`config.mk`:
```
export PLATFORM = sky130hd
export DESIGN_NAME = blink_mapper
export DESIGN_NICKNAME = d
export VERILOG_FILES = /design/src/rtl/blink_mapper.sv
export SDC_FILE = /design/constraint.sdc
export NUM_CORES = 1
export LEC_CHECK = 0
export ABC_AREA = 1
export CAP_MARGIN = 25
export CORE_MARGIN = 4
export CORE_UTILIZATION = 35
export CTS_CLUSTER_SIZE = 10
export DETAILED_ROUTE_END_ITERATION = 8
export GPL_TIMING_DRIVEN = 0
export HOLD_SLACK_MARGIN = 0.02
export PLACE_DENSITY_LB_ADDON = 0.05
export SYNTH_ARGS = -nofsm -noshare
export SYNTH_HDL_FRONTEND = slang
export SYNTH_SLANG_ARGS = --single-unit
```
`constraint.sdc`:
```
create_clock -name clk -period 6.55 [get_ports clk]
set_clock_uncertainty 0.05 [all_clocks]
set_input_delay 1.965 -clock clk [delete_from_list [all_inputs] [get_ports clk]]
set_output_delay 1.965 -clock clk [all_outputs]
set_load 0.01 [all_outputs]
```
`src/rtl/blink_mapper.sv`:
```
// Blink memory/IO mapper: segment registers, CPU-to-physical address translation,
// region chip selects, per-region wait states and IO register readback.
module blink_mapper #(
  parameter int unsigned CPU_AW = 16,
  parameter int unsigned NSEG = 4,
  parameter int unsigned BANK_W = 8,
  parameter logic [7:0] IO_COM = 8'hB0,
  parameter logic [7:0] IO_SR = 8'hD0,
  parameter logic [BANK_W-1:0] RAMS_BANK = BANK_W'(8'h10),
  parameter int unsigned ROM_WS = 1,
  parameter int unsigned RAM_WS = 0,
  parameter int unsigned EXT_WS = 2,
  localparam int unsigned SEG_W = $clog2(NSEG),
  localparam int unsigned SEG_AW = CPU_AW - SEG_W,
  localparam int unsigned PA_W = BANK_W + SEG_AW
) (
  input  logic              clk,
  input  logic              reset_n,
  input  logic [CPU_AW-1:0] cpu_a,
  input  logic [7:0]        cpu_do,
  output logic [7:0]        cpu_di,
  input  logic              cpu_mreq_n,
  input  logic              cpu_iorq_n,
  input  logic              cpu_rd_n,
  input  logic              cpu_wr_n,
  input  logic              cpu_m1_n,
  input  logic              cpu_rfsh_n,
  output logic              cpu_wait_n,
  output logic [PA_W-1:0]   mem_a,
  output logic              rom_ce_n,
  output logic              ram_ce_n,
  output logic              ext_ce_n,
  output logic              mem_oe_n,
  output logic              mem_we_n,
  input  logic [7:0]        rom_di,
  input  logic [7:0]        ram_di,
  input  logic [7:0]        ext_di
);

  typedef enum logic [1:0] {S_IDLE, S_WAIT, S_HOLD} state_t;

  logic [7:0]        com;
  logic [BANK_W-1:0] sr [NSEG];
  logic              mreq_q;
  logic              io_wr_q;
  state_t            state, state_d;
  logic [3:0]        cnt, cnt_d;
  logic              wait_n_d;

  logic [SEG_W-1:0]  seg;
  logic [BANK_W-1:0] bank;
  logic [2:0]        region;
  logic [3:0]        ws;
  logic              mem_act;
  logic              io_wr;
  logic              io_rd;
  logic              start;
  logic [7:0]        port;
  logic [7:0]        io_data;

  assign seg     = cpu_a[CPU_AW-1 -: SEG_W];
  assign port    = cpu_a[7:0];
  assign io_wr   = !cpu_iorq_n && !cpu_wr_n && cpu_m1_n;
  assign io_rd   = !cpu_iorq_n && !cpu_rd_n && cpu_m1_n;
  assign mem_act = !cpu_mreq_n && cpu_rfsh_n;
  assign start   = !cpu_mreq_n && mreq_q && cpu_rfsh_n;

  // Segment 0 lower half maps to bank 0 or the RAMS bank; offset bits pass straight through
  always_comb begin
    bank = sr[seg];
    if (seg == '0 && !cpu_a[SEG_AW-1])
      bank = com[2] ? RAMS_BANK : '0;
  end

  assign region = bank[BANK_W-1 -: 3];
  assign mem_a  = {bank, cpu_a[SEG_AW-1:0]};

  always_comb begin
    case (region)
      3'd0:    ws = 4'(ROM_WS);
      3'd1:    ws = 4'(RAM_WS);
      default: ws = 4'(EXT_WS);
    endcase
  end

  assign rom_ce_n = !(mem_act && region == 3'd0);
  assign ram_ce_n = !(mem_act && region == 3'd1);
  assign ext_ce_n = !(mem_act && region >= 3'd2);
  assign mem_oe_n = !(!cpu_mreq_n && !cpu_rd_n);
  assign mem_we_n = !(!cpu_mreq_n && !cpu_wr_n);

  always_comb begin
    io_data = 8'hFF;
    if (port == IO_COM)
      io_data = com;
    for (int k = 0; k < NSEG; k++)
      if (port == 8'(int'(IO_SR) + k))
        io_data = 8'(sr[k]);
  end

  always_comb begin
    cpu_di = 8'hFF;
    if (io_rd)
      cpu_di = io_data;
    else if (!cpu_mreq_n && !cpu_rd_n) begin
      case (region)
        3'd0:    cpu_di = rom_di;
        3'd1:    cpu_di = ram_di;
        default: cpu_di = ext_di;
      endcase
    end
  end

  // Registers are written once per IO write strobe, on its first sampled edge
  always_ff @(posedge clk or negedge reset_n) begin
    if (!reset_n) begin
      com     <= '0;
      io_wr_q <= 1'b1;
      for (int k = 0; k < NSEG; k++)
        sr[k] <= '0;
    end else begin
      io_wr_q <= !io_wr;
      if (io_wr && io_wr_q) begin
        if (port == IO_COM)
          com <= cpu_do;
        for (int k = 0; k < NSEG; k++)
          if (port == 8'(int'(IO_SR) + k))
            sr[k] <= BANK_W'(cpu_do);
      end
    end
  end

  always_ff @(posedge clk or negedge reset_n) begin
    if (!reset_n) begin
      state      <= S_IDLE;
      cnt        <= '0;
      mreq_q     <= 1'b1;
      cpu_wait_n <= 1'b1;
    end else begin
      state      <= state_d;
      cnt        <= cnt_d;
      mreq_q     <= cpu_mreq_n;
      cpu_wait_n <= wait_n_d;
    end
  end

  // Wait count is loaded at the start of the cycle, so later SR writes cannot change it
  always_comb begin
    state_d = state;
    cnt_d   = cnt;
    case (state)
      S_IDLE: begin
        if (start) begin
          if (ws != 4'd0) begin
            state_d = S_WAIT;
            cnt_d   = ws - 4'd1;
          end else begin
            state_d = S_HOLD;
          end
        end
      end
      S_WAIT: begin
        if (cpu_mreq_n)
          state_d = S_IDLE;
        else if (cnt == 4'd0)
          state_d = S_HOLD;
        else
          cnt_d = cnt - 4'd1;
      end
      S_HOLD: begin
        if (cpu_mreq_n)
          state_d = S_IDLE;
      end
      default: state_d = S_IDLE;
    endcase
  end

  always_comb begin
    wait_n_d = (state_d != S_WAIT);
  end

endmodule

```
**After elaboration in Yosys (flattened, before gate mapping)**

Cells that the tools add are included.

- $lt $le $gt $ge: 2
- Reduce and logical (&&, ||, !) cells: 37
- Bitwise gates (word level): 1
- Equal/unequal tests: 13
- Add/sub/neg operators: 2
- Multiplexer cells: 25

Operators by type and width:

| operator | count |
|---|---|
| $mux 8 | 10 |
| $eq 8x8->1 const B | 5 |
| $bmux 8 s2 | 1 |
| $mux 4 | 4 |
| $pmux 8 s2 | 1 |
| $logic_and 1x1->1 | 14 |
| $logic_not 1->1 | 11 |
| $mux 2 | 5 |
| $reduce_and 2->1 | 5 |
| $ne 2x2->1 const B | 4 |
| $pmux 4 s2 | 1 |
| $sub 4x1->4 const B | 2 |
| $pmux 2 s3 | 1 |
| $mux 5 | 1 |
| $reduce_and 5->1 | 1 |
| $logic_not 2->1 | 2 |
| $logic_not 4->1 | 1 |
| $pmux 2 s2 | 1 |
| $reduce_bool 4->1 | 1 |
| $eq 3x1->1 const B | 1 |
| $ge 3x2->1 const B | 1 |
| $ge 3x3->1 const B | 1 |
| $logic_not 3->1 | 1 |
| $not 2->3 | 1 |
| other kinds (4) | 4 |

- Bits of input ports: 56
- Flip-flop bits (word level): 49

**Depth between registers and ports, before layout**

Gate-level depths: netlist of the first run.

- Depth in word-level cells: 12
- Mapped depth: 12

**Worst setup path before layout of the first run**

No wires, ideal clock.

- Kind: in2out
- Start point: input cpu_a[15]
- End point: output cpu_di[6]
- Path buffers: 3
- Data arrival time: 3.056 ns
- Path slack: 1.479 ns
- Cell stages on the path: 10
- Cell sequence: buf_6 nor3_4 inv_2 nand2_4 buf_6 buf_6 nand4_1 nand3_1 nand2_1 inv_1

- Cells in the longest elaborated chain, start to end: 9
- Elaborated cells between the ends (all ways): 12
- Those cells by class: eq/ne: 1; mux: 7; bitwise: 1; reduce/logical: 3

Ends and longest elaborated chain:

| what | line | source |
|---|---|---|
| start, declared | 19 | `input logic [CPU_AW-1:0] cpu_a,` |
| $not 2->3 (not written as such) | 70 | `bank = sr[seg];` |
| $bmux 8 s2 | 70 |  |
| $mux 8 (not written as such) (2 in a row) | 70 |  |
| $mux 8 * | 71 | `if (seg == '0 && !cpu_a[SEG_AW-1])` |
| $eq 3x1->1 or $logic_not 3->1 (tied branches) | 106 | `case (region)` |
| $pmux 8 s2 * | 106 |  |
| $mux 8 * | 105 | `else if (!cpu_mreq_n && !cpu_rd_n) begin` |
| $mux 8 * | 103 | `if (io_rd)` |
| end, declared | 21 | `output logic [7:0] cpu_di,` |

Mark *: on every way between the ends. The rest lies on a longest branch, timed or not. The select of a mux whose other input is x is not followed.

**Worst setup path in the final report of the first run**

- Start point: input cpu_a[1]
- End point: output cpu_di[5]

- Cells in the longest elaborated chain, start to end: 7
- Elaborated cells between the ends (all ways): 11
- Those cells by class: eq/ne: 5; mux: 6

Ends and longest elaborated chain:

| what | line | source |
|---|---|---|
| $eq 8x8->1 | 94 | `if (port == IO_COM)` |
| $mux 8 | 94 |  |
| $mux 8 (3 in a row) | 97 | `if (port == 8'(int'(IO_SR) + k))` |
| $mux 8 * | 97 |  |
| $mux 8 * | 103 |  |

Mark *: on every way between the ends. The rest lies on a longest branch, timed or not.

==> results of run 1 <==
==> cell usage after synthesis, drive strengths merged <==
library cell / number
nor4: 1
a21oi: 22
or2: 6
nand2: 131
o21ai: 57
nor2: 18
nand3b: 8
nand4: 18
o211ai: 1
dfrtp: 46
inv: 67
dfstp: 3
o21bai: 1
a31oi: 2
buf: 27
clkbuf: 3
ha: 1
nor3: 2
nand3: 45
==> worst reg2reg max path, cell delays in order (launching register included) <==
cell and delay (ns):
dfstp_2 0.52, inv_1 0.03, nor2_1 0.30, nand3_1 0.33, clkbuf_1 0.31, nand2_1 0.11, o21ai_0 0.08
==> cells in the final DEF (no fill, tap or decap) <==
cell type and n:
nor3_1 1, inv_1 61, nand2_2 5, o21bai_1 1, o21ai_1 3, buf_6 6, buf_12 2, nor3_4 1
inv_2 6, clkbuf_8 5, ha_1 1, nor2_1 15, nand3_1 44, buf_4 15, a21oi_1 22, clkinv_2 1
nor4_1 1, buf_8 1, or2_2 6, buf_2 5, nor2_2 3, dfrtp_1 46, nand2_1 125, o211ai_1 1
nand2_4 1, dfstp_2 3, nand3_2 1, a31oi_1 2, nand4_4 1, nand3b_1 8, clkdlybuf4s50_1 83, clkbuf_1 4
nand4_1 17, inv_6 1, o21ai_0 54
==> power groups by stage <==
stage                     Sequential, mW  Clock (mW)  Combinational, mW
after detailed placement           0.340           0              0.207
after global routing               0.337       0.198              0.229
after CTS                          0.334       0.188              0.208
final                              0.334       0.181              0.205
after floorplan                    0.338           0              0.114
after global placement             0.340           0              0.200
==> logic make-up (layout without fill, tap and decap cells) <==
kind of cell,after synthesis,count (layout),synth area share
AOI/OAI and AO/OA,83,83,0.131
and+or+nand+nor,229,229,0.331
DFF,49,49,0.380
adders and majority gates,1,1,0.00387
buffers and inverters,97,190,0.154
==> path summary, 6_finish.rpt <==
path | from | endpoint | slack [ns] | cells past startpoint
worst max register to register | io_wr_q | sr[30] | 4.69 | 6
min in group asynchronous | reset_n | com[3] | 1.51 | 1
worst min register to register | com[5] | com[5] | 0.44 | 2
worst max-delay path | cpu_a[1] | cpu_di[5] | 0.30 | 13
max in group asynchronous | reset_n | mreq_q | 4.34 | 2
worst min-delay path | com[5] | com[5] | 0.44 | 2
==> stage by stage <==
stage / total power, mW / hold slack, ns / utilization / std cells / instance area [sq um]
6_report: 0.720 / 0.435 / 0.487 / 660 / 4310
5_1_grt: 0.764 / 0.463 / 0.487 / 660 / 4310
3_3_place_gp: 0.540 / 0.417 / 0.476 / 651 / 4210
3_5_place_dp: 0.547 / 0.421 / 0.477 / 652 / 4220
2_1_floorplan: 0.452 / 0.394 / - / 459 / 3230
4_1_cts: 0.729 / 0.442 / 0.487 / 660 / 4310
==> per-layer routing <==
metal,vias up,GRT usage,share of wire
met5,-,0,0
met4,0,0.0285,0.0073
met3,8,0.0279,0.044
met2,93,0.297,0.49
met1,1595,0.245,0.46
li1,1665,-,-
==> area by class of cell <==
| cell class | instances | share of cell area |
|---|---|---|
| flip-flops and latches | 49 | 0.285 |
| clock buffers | 6 | 0.0168 |
| multi-input cells | 313 | 0.349 |
| inverters | 67 | 0.0583 |
| plain buffers | 30 | 0.0572 |
| well taps | 108 | 0.0313 |
| clock inverters | 2 | 0.00319 |
| repair buffers | 85 | 0.199 |
==> sequential cells by signal (all words and copies together) (netlist names) <==
register	count
sr	32
com	8
cnt	4
state	2
cpu_wait_n	1
io_wr_q	1
mreq_q	1
==> results.sh, run 1 <==
export IMPL_antenna_cells=0
export IMPL_min_delay_path_class="reg -> reg"
export IMPL_drtAntennaViolNets=0
export IMPL_die_y_um=104
export IMPL_postSynthAreaPerCell_sq_um=7.04
export IMPL_drt_iter0_markers=138
export IMPL_fmax_ghz=0.160
export IMPL_status="finished, final reports clean"
export IMPL_seq_area_sq_um=1230
export IMPL_critPathSlowestCell="clkdlybuf4s50_1"
export IMPL_pwr_share_clk=0.252
export IMPL_netlist_area_leader_share=0.356
export IMPL_post_route_period_util=0.955
export IMPL_cts_tree="built"
export IMPL_share_comb_of_total_power=0.285
export IMPL_h_tree_depth=2
export IMPL_synthTopCellsByArea="dfrtp_1 36%, nand2_1 15%, o21ai_0 8.4%"
export IMPL_yosys_register_bits=49
export IMPL_critPathKind="in -> out"
export IMPL_post_cts_setup_buffers=0
export IMPL_ios=92
export IMPL_nNetsFinal=608
export IMPL_cp_max_fo=10
export IMPL_synth_yosys_seq_area_share=0.380
export IMPL_setup_violations=0
export IMPL_multi_input_area_sq_um=1510
export IMPL_drt_vias_per_instance=5.09
export IMPL_cp_cell_sequence="clkdlybuf4s50_1, inv_1, nand2_1, nor2_2, buf_2, nand3_1, nand3_1, nand2_1, nand3_1, nand2_1, nand2_1, inv_1, clkdlybuf4s50_1"
export IMPL_rows=34
export IMPL_switching_share=0.310
export IMPL_fillers=918
export IMPL_start_util=0.365
export IMPL_relSlewSlack=0.656
export IMPL_grt_pass1_wl_um=15800
export IMPL_grt_max_degree=36
export IMPL_critPathLaunchType="input pin"
export IMPL_yosysWarnings=0
export IMPL_period_needed_ns=6.25
export IMPL_port_buffers=84
export IMPL_finalWorstSetupSlack_ns=0.297
export IMPL_crit_arrival_ns=4.24
export IMPL_grt_pass1_vias=3064
export IMPL_crit_family="buffers and inverters"
export IMPL_via_count=3361
export IMPL_cts_resized=0
export IMPL_clkTransAtPathRegs_ns=0.09
export IMPL_cts_root_buf="clkbuf_8"
export IMPL_die_width_um=104
export IMPL_drive_above_1_share=0.114
export IMPL_synth_nets=516
export IMPL_synth_area_sq_um=3230
export IMPL_clockBufferDepth=2
export IMPL_area_delta_synth_final_pct=33.3
export IMPL_power_internal_mw=0.497
export IMPL_critical_path_required_ns=4.53
export IMPL_fin_setup_tns_ns=0
export IMPL_holdBufCountCts=0
export IMPL_yosys_area_top_type="dfrtp_1"
export IMPL_p_per_area_nw_per_um2=167
export IMPL_syn_inst=459
export IMPL_wl_per_cell_um=14.5
export IMPL_coreArea_sq_um=8850
export IMPL_p_sw_mw=0.223
export IMPL_drv_cap=0
export IMPL_cpPeakStageDelay_ns=0.48
export IMPL_finalMaxSlewViolations=0
export IMPL_final_hold_violation_count=0
export IMPL_gr_total_overflow=0
export IMPL_first_pass_iters=4
export IMPL_post_place_ws_ns=0.304
export IMPL_crit_path_frequent_cell="nand2_1"
export IMPL_worstMarginPinSlew_ns=0.515
export IMPL_numCtsBuffers=5
export IMPL_path_buf_inv=5
export IMPL_clock_sinks=49
export IMPL_place_congestion=0.847
export IMPL_wl_um=9560
export IMPL_max_vdd_ir_drop_v=0.000142
export IMPL_post_route_drc_count=0
export IMPL_die_area_sq_um=10800
export IMPL_rsz0062_at_grt="false"
export IMPL_endpoint_kind="primary output"
export IMPL_hpwl_um=7590
export IMPL_grt_usage=0.177
export IMPL_clock_latency_ns=0.30
export IMPL_grt_antenna_before_repair=0
export IMPL_p_leak_nw=2.02
export IMPL_pwr_share_seq=0.464
export IMPL_ys_types=31
(Power assumes the default switching activity.)
==> inputs of run 2 (changes only) <==
- CELL_PAD_IN_SITES_DETAIL_PLACEMENT: not set -> 1
- CELL_PAD_IN_SITES_GLOBAL_PLACEMENT: not set -> 1
- HOLD_SLACK_MARGIN: 0.02 -> 0.05
==> run 2 against run 1 <==
Net effect:
- combinational power barely moved
- die area did not move
- critical path type unchanged
- largest cell class unchanged
- critical endpoint unchanged
- first-iteration DRC count fell by 27%
- final area rose by 0.44%
- largest power group unchanged
- register-to-register slack barely moved
- non-clock buffer count did not move
- global-route usage rose by 1.8 points
- core utilization rose by 0.21 points
==> results.sh, run 2 (synthesis results as in run 1) <==
export IMPL_utilization=0.489
export IMPL_port_buffers=84
export IMPL_gr_total_overflow=0
export IMPL_crit_arrival_ns=4.26
export IMPL_ios=92
export IMPL_clockBufferDepth=2
export IMPL_via_count=3349
export IMPL_multi_input_area_sq_um=1510
export IMPL_fmax_ghz=0.159
export IMPL_clock_sinks=49
export IMPL_final_hold_violation_count=0
export IMPL_final_common_cell="nand2_1"
export IMPL_drtAntennaViolNets=0
export IMPL_crit_end="cpu_di[5]"
export IMPL_period_needed_ns=6.27
export IMPL_grt_max_degree=34
export IMPL_ff2ff_path_depth=6
export IMPL_drt_iter0_markers=101
export IMPL_clkTransAtPathRegs_ns=0.09
export IMPL_p_leak_nw=2.02
export IMPL_crit_family="buffers and inverters"
export IMPL_die_y_um=104
export IMPL_p_per_area_nw_per_um2=171
export IMPL_r2r_slack_ns=4.69
export IMPL_min_delay_path_class="reg -> reg"
export IMPL_fin_setup_tns_ns=0
export IMPL_drt_vias_per_instance=5.07
export IMPL_r2r_start="io_wr_q"
export IMPL_cts_root_buf="clkbuf_8"
export IMPL_setup_violations=0
export IMPL_grt_usage=0.195
export IMPL_path_buf_inv=5
export IMPL_cpPeakStageDelay_ns=0.52
export IMPL_largestRegisters="sr (32), com (8), cnt (4)"
export IMPL_largest_register_ffs=32
export IMPL_endpoint_kind="primary output"
export IMPL_holdBufCountCts=0
export IMPL_wl_per_cell_um=15.7
export IMPL_status="finished, final reports clean"
export IMPL_crit_path_frequent_cell="nand2_1"
export IMPL_p_total_mw=0.741
export IMPL_cp_max_fo=10
export IMPL_die_width_um=104
export IMPL_crit_start="cpu_a[0]"
export IMPL_critPathLaunchType="input pin"
export IMPL_finalMaxSlewViolations=0
export IMPL_grt_pass1_vias=3467
export IMPL_cts_tree="built"
export IMPL_coreArea_sq_um=8850
export IMPL_worstMarginPinSlew_ns=0.621
export IMPL_cp_cell_sequence="clkdlybuf4s50_1, inv_1, nand2_1, nor2_2, buf_2, nand3_1, nand3_1, nand2_1, nand3_1, nand2_1, nand2_1, inv_1, clkdlybuf4s50_1"
export IMPL_place_congestion=0.799
export IMPL_grt_antenna_before_repair=0
export IMPL_fillers=1147
export IMPL_top_register="sr"
export IMPL_antenna_cells=0
export IMPL_post_route_period_util=0.957
export IMPL_h_tree_depth=2
export IMPL_critical_path_required_ns=4.53
export IMPL_numCtsBuffers=5
export IMPL_grt_pass1_wl_um=17600
export IMPL_die_area_sq_um=10800
export IMPL_nNetsFinal=608
export IMPL_relSlewSlack=0.584
export IMPL_area_delta_synth_final_pct=33.9
export IMPL_drv_cap=0
export IMPL_rsz0062_at_grt="false"
export IMPL_hold_ws_ns=0.444
export IMPL_numPlacedInstances=652
export IMPL_seq_area_sq_um=1230
export IMPL_layout_common_cells="125 x nand2_1, 83 x clkdlybuf4s50_1, 61 x inv_1"
export IMPL_clock_latency_ns=0.31
export IMPL_drive_above_1_share=0.118
export IMPL_stdcell_count=660
export IMPL_worstSetupPathDepth=13
export IMPL_critPathKind="in -> out"
export IMPL_first_pass_iters=4
export IMPL_max_vdd_ir_drop_v=0.000134
export IMPL_wl_um=10400
export IMPL_critPathSlowestCell="clkdlybuf4s50_1"
export IMPL_rows=34
export IMPL_start_util=0.365
export IMPL_reg2reg_to="com[7]"
export IMPL_hpwl_um=8370
export IMPL_post_route_drc_count=0
==> run 2: changes by cell type in the layout (fill, tap and decap cells not counted), sizes merged <==
| cell | delta |
|---|---|
| clkbuf | +1 |
| inv | -1 |
==> run 2: how the worst min path moves through the flow <==
stage | start | to | slack (ns) | cells past startpoint
CTS | com[4] | com[4] | 0.45 | 2
detailed placement | com[4] | com[4] | 0.42 | 2
global placement | com[6] | com[6] | 0.41 | 2
global route | com[3] | com[3] | 0.48 | 2
floorplan | com[0] | com[0] | 0.39 | 2
finish | sr[6] | sr[6] | 0.44 | 2
==> run 2: through the flow <==
step	setup slack (ns)	area, sq um
after global placement	0.229	4210
final	0.279	4330
after CTS	0.200	4330
after detailed placement	0.201	4220
after floorplan	1.48	3230
after global routing	0.0576	4330
==> run 2: area by class of cell <==
class                      instances  area share
multi-input combinational        313       0.349
sequential                        49       0.284
timing repair buffer              85       0.198
inverter                          67      0.0581
buffer                            30      0.0569
tap                              108      0.0312
clock buffer                       7      0.0223
clock inverter                     1     0.00116
==> run 2: timing repair <==
action,in CTS,in global routing
buffers inserted,0,0
hold endpoints to repair,0,0
gates resized for setup,0,1
setup endpoints to repair,0,1
==> run 2: per-layer routing <==
metal  wire [um]  share of wire  GRT usage
met5           0              0          0
met4         116          0.011     0.0389
met3         441          0.043     0.0329
met2        5150           0.50      0.346
met1        4650           0.45      0.250
==> run 2: worst reg2reg max path, cell delays in order, from the launching register on <==
cell,delay (ns)
dfstp_2,0.53
inv_1,0.03
nor2_1,0.32
nand3_1,0.32
clkbuf_1,0.30
nand2_1,0.11
o21ai_0,0.09
==> run 2: power by group <==
part           switching [mW]  internal, mW  leakage (nW)
clock network           0.104        0.0957        0.0542
registers              0.0120         0.323         0.669
logic                   0.109        0.0977          1.30
==> inputs of run 3 (changes only) <==
- clock period: 6.55 -> 7.6 ns (I/O delays scaled with it)
==> run 3 against run 2 <==
Net effect:
- worst hold slack about the same
- setup slack better by 0.35 ns
- sequential power decreased by 14%
- cell count is the same
- via count is 0.18% higher
- sequential share of layout area hardly changed
- critical path type unchanged
- flip-flop and latch count is the same
- total power is 14% lower
- clock power down 14%
- core utilization about the same
- highest routed layer unchanged
- final area is essentially flat
==> results.sh, run 3 (synthesis results as in run 1) <==
export IMPL_grt_max_degree=34
export IMPL_drt_iter0_markers=92
export IMPL_setup_violations=0
export IMPL_port_buffers=84
export IMPL_grt_antenna_before_repair=0
export IMPL_antenna_cells=0
export IMPL_start_util=0.365
export IMPL_drv_cap=0
export IMPL_post_cts_setup_buffers=0
export IMPL_power_internal_mw=0.445
export IMPL_crit_arrival_ns=4.64
export IMPL_crit_end="cpu_di[6]"
export IMPL_holdBufCountCts=0
export IMPL_pwr_share_clk=0.269
export IMPL_coreArea_sq_um=8850
export IMPL_grt_usage=0.195
export IMPL_reg2reg_to="com[7]"
export IMPL_fin_setup_tns_ns=0
export IMPL_clkTransAtPathRegs_ns=0.09
export IMPL_wl_per_cell_um=15.7
export IMPL_stdcell_count=660
export IMPL_final_hold_violation_count=0
export IMPL_switching_share=0.304
export IMPL_hold_ws_ns=0.444
export IMPL_grt_pass1_wl_um=17600
export IMPL_hpwl_um=8370
export IMPL_p_per_area_nw_per_um2=148
export IMPL_ff2ff_path_depth=6
export IMPL_critPathLaunchType="input pin"
export IMPL_min_delay_path_class="reg -> reg"
export IMPL_area_delta_synth_final_pct=33.8
export IMPL_crit_start="cpu_a[1]"
export IMPL_cp_max_fo=8
export IMPL_p_leak_nw=2.03
export IMPL_finalMaxSlewViolations=0
export IMPL_clock_sinks=49
export IMPL_die_area_sq_um=10800
export IMPL_drtAntennaViolNets=0
export IMPL_largestRegisters="sr (32), com (8), cnt (4)"
export IMPL_utilization=0.489
export IMPL_largest_register_ffs=32
export IMPL_first_pass_iters=4
export IMPL_numPlacedInstances=652
export IMPL_cts_tree="built"
export IMPL_status="finished, final reports clean"
export IMPL_relSlewSlack=0.603
export IMPL_p_sw_mw=0.194
export IMPL_post_place_ws_ns=0.621
export IMPL_nNetsFinal=608
export IMPL_top_register="sr"
export IMPL_share_comb_of_total_power=0.280
export IMPL_drive_above_1_share=0.116
export IMPL_final_common_cell="nand2_1"
export IMPL_max_vdd_ir_drop_v=0.000116
export IMPL_layout_common_cells="125 x nand2_1, 83 x clkdlybuf4s50_1, 61 x inv_1"
export IMPL_die_width_um=104
export IMPL_via_count=3355
export IMPL_drt_vias_per_instance=5.08
export IMPL_place_congestion=0.799
export IMPL_r2r_slack_ns=5.76
export IMPL_clock_latency_ns=0.31
export IMPL_post_route_drc_count=0
export IMPL_r2r_start="io_wr_q"
export IMPL_rsz0062_at_grt="false"
export IMPL_cts_resized=0
export IMPL_finalWorstSetupSlack_ns=0.628
export IMPL_pwr_share_seq=0.451
export IMPL_cts_root_buf="clkbuf_8"
export IMPL_period_needed_ns=6.97
export IMPL_numCtsBuffers=5
export IMPL_critical_path_required_ns=5.27
export IMPL_wl_um=10400
export IMPL_gr_total_overflow=0
export IMPL_h_tree_depth=2
export IMPL_worstMarginPinSlew_ns=0.593
export IMPL_ios=92
export IMPL_post_route_period_util=0.917
export IMPL_endpoint_kind="primary output"
export IMPL_fmax_ghz=0.143
export IMPL_critPathKind="in -> out"
export IMPL_die_y_um=104
export IMPL_clockBufferDepth=2
export IMPL_grt_pass1_vias=3467
export IMPL_rows=34
-- run 3: cell count changes in the layout (fill, tap and decap cells not counted) --
cell      change
o21bai_2      -1
o21bai_1      +1
-- run 3: metal layers --
layer	up-vias	global-route usage	wire (um)
li1	1659	-	-
met1	1610	0.250	4670
met2	77	0.346	5120
met3	9	0.0329	448
met4	0	0.0389	121
met5	-	0	0
-- run 3: critical path: stages --
cell and delay [ns]:
clkdlybuf4s50_1 0.54, inv_1 0.09, nand2_1 0.07, nor2_1 0.05
nand2_1 0.27, inv_2 0.16, nand2_1 0.09, o211ai_1 0.10
o21bai_1 0.30, nand2_1 0.10, inv_1 0.06, clkdlybuf4s50_1 0.53
-- run 3: per-stage QoR --
step                      power [mW]  area, sq um
final                          0.639         4330
after global placement         0.465         4210
after CTS                      0.646         4330
after floorplan                0.389         3230
after detailed placement       0.473         4220
after global routing           0.678         4330
-- run 3: power by group through the flow --
stage               logic [mW]  registers (mW)  clock network [mW]
finish                   0.178           0.288               0.172
global route             0.199           0.292               0.187
detailed placement       0.180           0.293                   0
CTS                      0.181           0.289               0.177
floorplan               0.0982           0.291                   0
global placement         0.173           0.293                   0
-- run 3: layout make-up --
| class | instances | area (sq um) |
|---|---|---|
| Sequential cell | 49 | 1230 |
| Timing Repair Buffer | 85 | 856 |
| Multi-Input combinational cell | 313 | 1510 |
| Clock inverter | 1 | 5.00 |
| Tap cell | 108 | 135 |
| Fill cell | 1148 | 4520 |
| Buffer | 30 | 246 |
| Clock buffer | 7 | 96.3 |
| Inverter | 67 | 251 |
-- run 3: how the worst min path moves through the flow --
stage,start,slack (ns),end,cells after the start
floorplan,com[0],0.39,com[0],2
global placement,com[6],0.41,com[6],2
detailed placement,com[4],0.42,com[4],2
CTS,com[4],0.45,com[4],2
global route,com[3],0.48,com[3],2
finish,sr[6],0.44,sr[6],2
